**config.mk**
```make
export PLATFORM = sky130hd
export DESIGN_NAME = sound_gen_io
export DESIGN_NICKNAME = d
export VERILOG_FILES = /design/src/rtl/sound_gen_pkg.sv /design/src/rtl/sound_channel.sv /design/src/rtl/sound_gen_io.sv
export SDC_FILE = /design/constraint.sdc
export NUM_CORES = 1
export LEC_CHECK = 0
export ABC_AREA = 1
export CAP_MARGIN = 0
export CELL_PAD_IN_SITES_DETAIL_PLACEMENT = 0
export CELL_PAD_IN_SITES_GLOBAL_PLACEMENT = 1
export CORE_AREA = 2 2 221 202
export DETAILED_ROUTE_END_ITERATION = 6
export DIE_AREA = 0 0 223 204
export DONT_BUFFER_PORTS = 1
export GPL_ROUTABILITY_DRIVEN = 0
export GPL_TIMING_DRIVEN = 0
export PLACE_DENSITY_LB_ADDON = 0.1
export SYNTH_ARGS = -nofsm -noshare
export SYNTH_HDL_FRONTEND = slang
export SYNTH_HIERARCHICAL = 1
export SYNTH_SLANG_ARGS = --single-unit
```
**constraint.sdc**
```tcl
create_clock -name clk -period 5.3 [get_ports clk]
set_input_delay 0.53 -clock clk [delete_from_list [all_inputs] [get_ports clk]]
set_output_delay 0.53 -clock clk [all_outputs]
set_load 0.01 [all_outputs]
```
**src/rtl/sound_gen_pkg.sv**
```systemverilog
// Shared register map, CTRL layout, noise LFSR definition and envelope step size
// for the multi-channel sound generator.
package sound_gen_pkg;

  localparam logic [1:0] REG_FREQ_LO = 2'd0;
  localparam logic [1:0] REG_FREQ_HI = 2'd1;
  localparam logic [1:0] REG_CTRL    = 2'd2;
  localparam logic [1:0] REG_ENV     = 2'd3;

  localparam int CTRL_EN      = 7;
  localparam int CTRL_MODE    = 6;
  localparam int CTRL_ONESHOT = 5;

  localparam logic [14:0] LFSR_SEED = 15'h0001;
  localparam logic [14:0] LFSR_TAPS = 15'h6000;  // x^15 + x^14 + 1, right-shifting Galois

  localparam int DECAY_STEP = 4096;

  typedef struct packed {
    logic en;
    logic mode;
    logic oneshot;
  } ctrl_t;

  function automatic logic [14:0] lfsr_next(input logic [14:0] s);
    logic [14:0] n;
    n = s >> 1;
    if (s[0]) n = n ^ LFSR_TAPS;
    if (n == 15'h0000) n = LFSR_SEED;
    return n;
  endfunction

endpackage

```
**src/rtl/sound_channel.sv**
```systemverilog
// One tone/noise voice: period counter, phase, noise LFSR, decaying volume and one-shot stop.
// Register writes land on the clk edge with we=1; amp and rd_dat are combinational from state.
module sound_channel
  import sound_gen_pkg::*;
(
  input  logic       clk,
  input  logic       reset,
  input  logic       tick,
  input  logic       we,
  input  logic [1:0] reg_sel,
  input  logic [7:0] data_in,
  output logic [7:0] rd_dat,
  output logic [3:0] amp
);

  logic [7:0]  freq_lo;
  logic [15:0] period;
  ctrl_t       ctrl;
  logic [3:0]  rate;
  logic [3:0]  vol;
  logic [15:0] cnt;
  logic        phase;
  logic [14:0] lfsr;
  logic [15:0] decay_cnt;

  logic        wr_lo, wr_hi, wr_ctrl, wr_env, en_rise, tone;
  logic [15:0] decay_lim;

  assign wr_lo     = we && (reg_sel == REG_FREQ_LO);
  assign wr_hi     = we && (reg_sel == REG_FREQ_HI);
  assign wr_ctrl   = we && (reg_sel == REG_CTRL);
  assign wr_env    = we && (reg_sel == REG_ENV);
  assign en_rise   = wr_ctrl && data_in[CTRL_EN] && !ctrl.en;
  assign decay_lim = ({rate, 12'h000}) - 16'd1;  // rate * DECAY_STEP - 1

  always_ff @(posedge clk) begin
    if (!reset) begin
      freq_lo   <= '0;
      period    <= '0;
      ctrl      <= '0;
      rate      <= '0;
      vol       <= '0;
      cnt       <= '0;
      phase     <= 1'b0;
      lfsr      <= LFSR_SEED;
      decay_cnt <= '0;
    end else begin
      if (wr_lo) freq_lo <= data_in;
      if (wr_hi) period <= {data_in, freq_lo};

      if (wr_ctrl)
        ctrl <= ctrl_t'(data_in[7:5]);
      else if (ctrl.en && ctrl.oneshot && (vol == 4'd0))
        ctrl.en <= 1'b0;

      // A CPU write beats a coincident decay step and restarts the decay interval.
      if (wr_env) begin
        rate      <= data_in[7:4];
        vol       <= data_in[3:0];
        decay_cnt <= '0;
      end else if (tick && (rate != 4'd0)) begin
        if (decay_cnt == decay_lim) begin
          decay_cnt <= '0;
          if (vol != 4'd0) vol <= vol - 4'd1;
        end else begin
          decay_cnt <= decay_cnt + 16'd1;
        end
      end

      if (en_rise) begin
        cnt   <= period;
        phase <= 1'b0;
      end else if (ctrl.en && tick) begin
        if (period == 16'd0) begin
          cnt <= '0;
        end else if (cnt == 16'd0) begin
          cnt   <= period;
          phase <= ~phase;
          if (ctrl.mode) lfsr <= lfsr_next(lfsr);
        end else begin
          cnt <= cnt - 16'd1;
        end
      end
    end
  end

  assign tone = ctrl.mode ? lfsr[0] : phase;
  assign amp  = (ctrl.en && (period != 16'd0) && tone) ? vol : 4'd0;

  always_comb begin
    rd_dat = '0;
    case (reg_sel)
      REG_FREQ_LO: rd_dat = freq_lo;
      REG_FREQ_HI: rd_dat = period[15:8];
      REG_CTRL:    rd_dat = {ctrl, 5'b00000};
      default:     rd_dat = {rate, vol};
    endcase
  end

endmodule

```
**src/rtl/sound_gen_io.sv**
```systemverilog
// I/O-bus sound generator: NCH voices mixed and sent out as a first-order sigma-delta bit stream.
// Two clk from a channel amplitude change to signal_out (mixer register, accumulator); no bus stalls.
module sound_gen_io
  import sound_gen_pkg::*;
#(
  parameter int NCH      = 4,
  parameter int PRESCALE = 4,
  parameter int ADDR_W   = $clog2(NCH) + 2
) (
  input  logic              clk,
  input  logic              reset,
  input  logic [ADDR_W-1:0] addr,
  input  logic [7:0]        data_in,
  output logic [7:0]        data_out,
  input  logic              re,
  input  logic              we,
  output logic              signal_out
);

  localparam int SUM_W = 4 + $clog2(NCH);
  localparam int PRE_W = (PRESCALE > 1) ? $clog2(PRESCALE) : 1;

  logic [PRE_W-1:0]  pre;
  logic              tick;
  logic [ADDR_W-1:0] ch_idx;
  logic [3:0]        amp    [NCH];
  logic [7:0]        rd_dat [NCH];
  logic [SUM_W-1:0]  sum_nxt, sum_q;
  logic [SUM_W:0]    acc;

  assign tick   = (pre == PRE_W'(PRESCALE - 1));
  assign ch_idx = addr >> 2;

  always_ff @(posedge clk) begin
    if (!reset)    pre <= '0;
    else if (tick) pre <= '0;
    else           pre <= pre + PRE_W'(1);
  end

  for (genvar i = 0; i < NCH; i++) begin : g_ch
    sound_channel u_ch (
      .clk     (clk),
      .reset   (reset),
      .tick    (tick),
      .we      (we && (ch_idx == ADDR_W'(i))),
      .reg_sel (addr[1:0]),
      .data_in (data_in),
      .rd_dat  (rd_dat[i]),
      .amp     (amp[i])
    );
  end

  // Channel indices at or above NCH match no voice, so they read as zero.
  always_comb begin
    data_out = '0;
    if (re) begin
      for (int i = 0; i < NCH; i++)
        if (ch_idx == ADDR_W'(i)) data_out = rd_dat[i];
    end
  end

  always_comb begin
    sum_nxt = '0;
    for (int i = 0; i < NCH; i++) sum_nxt = sum_nxt + SUM_W'(amp[i]);
  end

  always_ff @(posedge clk) begin
    if (!reset) begin
      sum_q <= '0;
      acc   <= '0;
    end else begin
      sum_q <= sum_nxt;
      acc   <= {1'b0, acc[SUM_W-1:0]} + {1'b0, sum_q};
    end
  end

  // The accumulator carry is the output bit; its density equals sum / 2^SUM_W.
  assign signal_out = acc[SUM_W];

endmodule

```
==> results.yml <==
synth:
  syn_inst: 2891
  average_size_of_a_mapped_cell_um2: 6.65
  synth.yosys.warnings: 6
  synth.ff_latch_count: 347
  async_flop_share_pct: 0
  synth-edff-count: 0
  yosysSeqAreaShare_pct: 36.1
  ys_dominant_reg_cell: "sky130_fd_sc_hd__dfxtp_1"
  synth.cell_area_um2: 19200
  synthDistinctLibCells: 42
  synth.net_count: 2952
critical_path:
  crit_arrival_ns: 4.38
  startpoint_type: "flop"
  crit_buf_inv: 4
  crit_path_max_fanout: 5
  path_delay_family: "adder cells"
  critical_path.max_stage_delay_ns: 0.50
  path_class: "flop to flop"
  cp.required_ns: 5.72
  critical_path.most_common_cell: "sky130_fd_sc_hd__inv_1"
  timing.critical_path.cells: "inv_1 -> nand3_1 -> nor2_1 -> nand2_1 -> o2111ai_1 -> nor2_1 -> inv_1 -> fa_1 -> inv_1 -> fa_1 -> ha_1 -> inv_1 -> fa_1 -> nor2_1 -> o21ai_0 -> a21oi_1"
  kind_of_capture_point_of_the_worst_setup_path: "flop"
  critical_path.slowest_cell: "sky130_fd_sc_hd__fa_1"
timing:
  final-setup-viol-count: 0
  fraction_of_the_cycle_the_final_worst_path_needs_pct: 74.7
  fin_setup_tns_ns: 0
  unrepaired_setup_endpoints_after_global_routing: "no"
  final_period_minus_worst_setup_slack_ns: 3.96
  worst_max_slew_margin_expressed_relative_to_the_limit_pct: 30.2
  slew_violations: 0
  max_clock_freq_ghz: 0.253
  tightestPinTransition_ns: 1.04
  final_critical_path_setup_slack_ns: 1.34
  hold_ws_ns: 0.131
  clock_skew_ns: 0.0269
  report.final.hold_viol_count: 0
grt:
  groute.usage.overall_pct: 25.5
  grt_pass1_vias: 17724
  grtUsageMet1_pct: 35.6
  grt_start_max_net_pins: 30
  top_usage_layer: "met2"
  grt_overflow: 0
  met2_usage_pct: 39.7
  use_met3_pct: 4.80
  grt_first_pass_wirelength_um: 93000
  antenna_found_initial: 0
floorplanning:
  die-height_um: 204
  floorplan.initialDensity_pct: 44.3
  die_area_um2: 45500
  fp-row-count: 73
  die_width_um: 223
  num_io_pins: 25
  core_area_um2: 43400
route:
  drt_pass1_iterations: 6
  post-route-drc-count: 0
  route.detailed.wl_per_inst_um: 16.6
  totalWireLength_um: 58400
  avgViaCountPerCell: 5.36
  detailroute.via_count: 18913
  route.antenna.remaining_nets: 0
  drt-initial-drc-count: 1432
power:
  switching_power_mw: 1.55
  p_leak_nw: 9.06
  power.share.switching_pct: 24.4
  seq_power_share_pct: 41.7
  power_density_nw_per_um2: 297
  pwr-share-comb_pct: 7.5
  vdd_ir_drop_max_v: 0.000268
  internal-power_mw: 4.83
  power_share_of_the_clock_group_pct: 50.9
cts:
  cts.path.max_buffers: 3
  root_buffer: "sky130_fd_sc_hd__clkbuf_16"
  tritoncts: "done"
  cts_repair_resize_count: 0
  worstSkewPairLatency_ns: 0.57
  cts_setup_buffers: 0
  clock_sink_count: 347
  hold_buffers: 0
  cts-buffers-inserted: 41
  h-tree-depth: 2
  clock_transition_at_the_registers_of_the_reported_paths_ns: 0.06
flow_run:
  drv.max_cap_violation_count: 0
placed_design:
  numPortBuffers: 0
  placedCellCount: 3453
  place_ws_ns: 1.50
  dp.final_hpwl_um: 43200
layout:
  layoutNonFillerInstCount: 3528
  syn_to_final_growth_pct: 11.8
  n_antenna_cell: 0
  num-nets-final: 2995
  drive_gt1_share_pct: 6.98
run_status:
  outcome: "completed"
worst_hold_path:
  hp-class: "primary input to flop"
flip-flops by register name, summed over array words and instances, names as in the netlist:
register,flops
acc,7
g_ch.u_ch/phase,4
sum_q,6
g_ch.u_ch/freq_lo,32
g_ch.u_ch/ctrl,12
g_ch.u_ch/period,64
pre,2
g_ch.u_ch/cnt,64
g_ch.u_ch/lfsr,60
g_ch.u_ch/rate,16
g_ch.u_ch/decay_cnt,64
g_ch.u_ch/vol,16
worst reg2reg max path: cells and delay by family (launching register included):
family	cells	cell delay, ns
compound gates	3	0.80
fa+ha+maj	4	1.62
buf+inv	4	0.33
flops	1	0.34
simple gates	5	0.73
cells by family after synthesis:
family,share of synthesized area (%)
compound gates,16.7
xor+xnor,2.19
fa+ha+maj,3.28
buf+inv,10.4
flops,36.1
simple gates,31.3
path summary, 6_finish.rpt:
kind,start,to,slack (ns),cells past startpoint
worst max-delay path,g_ch[2].u_ch/period[11],sum_q[5],1.34,16
worst min-delay path,data_in[6],g_ch[2].u_ch/ctrl[1],0.13,2
worst max register to register,g_ch[2].u_ch/period[11],sum_q[5],1.34,16
worst min register to register,pre[0],pre[0],0.44,1
cell usage in the layout, fill, tap and decap left out, types with 18 or more instances in the layout:
| master | Yosys | final |
|---|---|---|
| sky130_fd_sc_hd__inv_1 | 398 | 398 |
| sky130_fd_sc_hd__ha_1 | 36 | 36 |
| sky130_fd_sc_hd__buf_2 | 21 | 21 |
| sky130_fd_sc_hd__nand4_1 | 36 | 36 |
| sky130_fd_sc_hd__nand2_1 | 485 | 485 |
| sky130_fd_sc_hd__xor2_1 | 40 | 40 |
| sky130_fd_sc_hd__a21oi_1 | 226 | 226 |
| sky130_fd_sc_hd__o22ai_1 | 32 | 32 |
| sky130_fd_sc_hd__nand3_1 | 228 | 228 |
| sky130_fd_sc_hd__nor2_4 | 18 | 18 |
| sky130_fd_sc_hd__nor3_1 | 40 | 40 |
| sky130_fd_sc_hd__o221ai_1 | 20 | 20 |
| sky130_fd_sc_hd__o21ai_0 | 244 | 244 |
| sky130_fd_sc_hd__clkbuf_1 | 32 | 34 |
| sky130_fd_sc_hd__dfxtp_1 | 347 | 347 |
| sky130_fd_sc_hd__clkbuf_16 | 0 | 43 |
| sky130_fd_sc_hd__nor2_1 | 462 | 462 |
| sky130_fd_sc_hd__o211ai_1 | 26 | 26 |
| sky130_fd_sc_hd__o21ai_1 | 33 | 33 |
power by group through the flow:
stage | Clock (mW) | Sequential (mW) | Combinational, mW
2_1_floorplan | 0 | 2.71 | 0.343
3_3_place_gp | 0 | 2.72 | 0.465
3_5_place_dp | 0 | 2.72 | 0.469
4_1_cts | 3.31 | 2.66 | 0.471
5_1_grt | 3.41 | 2.66 | 0.530
6_report | 3.24 | 2.66 | 0.477
routing by layer:
layer  wire length (um)  share of wire, %  vias to the layer above
li1                   -                 -                     9524
met1              28000                48                     8817
met2              25200                43                      475
met3               3780               6.5                       97
met4               1410               2.4                        0
met5                  0                 0                        -
metrics by stage:
stage / total power, mW / utilization [%] / area [um2]
4_1_cts: 6.44 / 49.5 / 21500
3_3_place_gp: 3.18 / 45.9 / 19900
2_1_floorplan: 3.05 / - / 19200
6_report: 6.38 / 49.5 / 21500
3_5_place_dp: 3.18 / 45.9 / 19900
5_1_grt: 6.60 / 49.5 / 21500
synth_stat cells (5+ instances only):
library cell	count	share of area (%)
sky130_fd_sc_hd__clkbuf_1	32	0.62
sky130_fd_sc_hd__a21oi_1	226	5.9
sky130_fd_sc_hd__buf_4	8	0.31
sky130_fd_sc_hd__nand2_4	17	1.0
sky130_fd_sc_hd__nor2_4	18	1.1
sky130_fd_sc_hd__o22ai_1	32	1.0
sky130_fd_sc_hd__buf_6	6	0.35
sky130_fd_sc_hd__dfxtp_1	347	36
sky130_fd_sc_hd__o221ai_1	20	0.91
sky130_fd_sc_hd__nand2_2	12	0.39
sky130_fd_sc_hd__o21ai_1	33	0.86
sky130_fd_sc_hd__nor3_1	40	1.0
sky130_fd_sc_hd__o211ai_1	26	1.0
sky130_fd_sc_hd__nor3b_1	10	0.39
sky130_fd_sc_hd__xor2_1	40	1.8
sky130_fd_sc_hd__nor2_1	462	9.0
sky130_fd_sc_hd__inv_4	5	0.16
sky130_fd_sc_hd__clkinv_1	8	0.16
sky130_fd_sc_hd__nor2_2	12	0.39
sky130_fd_sc_hd__nand4_1	36	1.2
sky130_fd_sc_hd__nand2_1	485	9.5
sky130_fd_sc_hd__fa_1	9	0.94
sky130_fd_sc_hd__buf_2	21	0.55
sky130_fd_sc_hd__inv_2	17	0.33
sky130_fd_sc_hd__o2111ai_1	8	0.36
sky130_fd_sc_hd__nor4_1	12	0.39
sky130_fd_sc_hd__ha_1	36	2.3
sky130_fd_sc_hd__nand3_1	228	5.9
sky130_fd_sc_hd__o21ai_0	244	6.4
sky130_fd_sc_hd__xnor2_1	8	0.36
sky130_fd_sc_hd__inv_1	398	7.8
area by class of cell:
type                    instances  area [um2]
inverters                     429        1630
multi-input cells            2044       10300
plain buffers                  71         368
clock buffers                  48        1120
fillers                      4468       21900
clock inverters                27         432
flip-flops and latches        347        6950
well taps                     562         703
(Power assumes the default switching activity.)
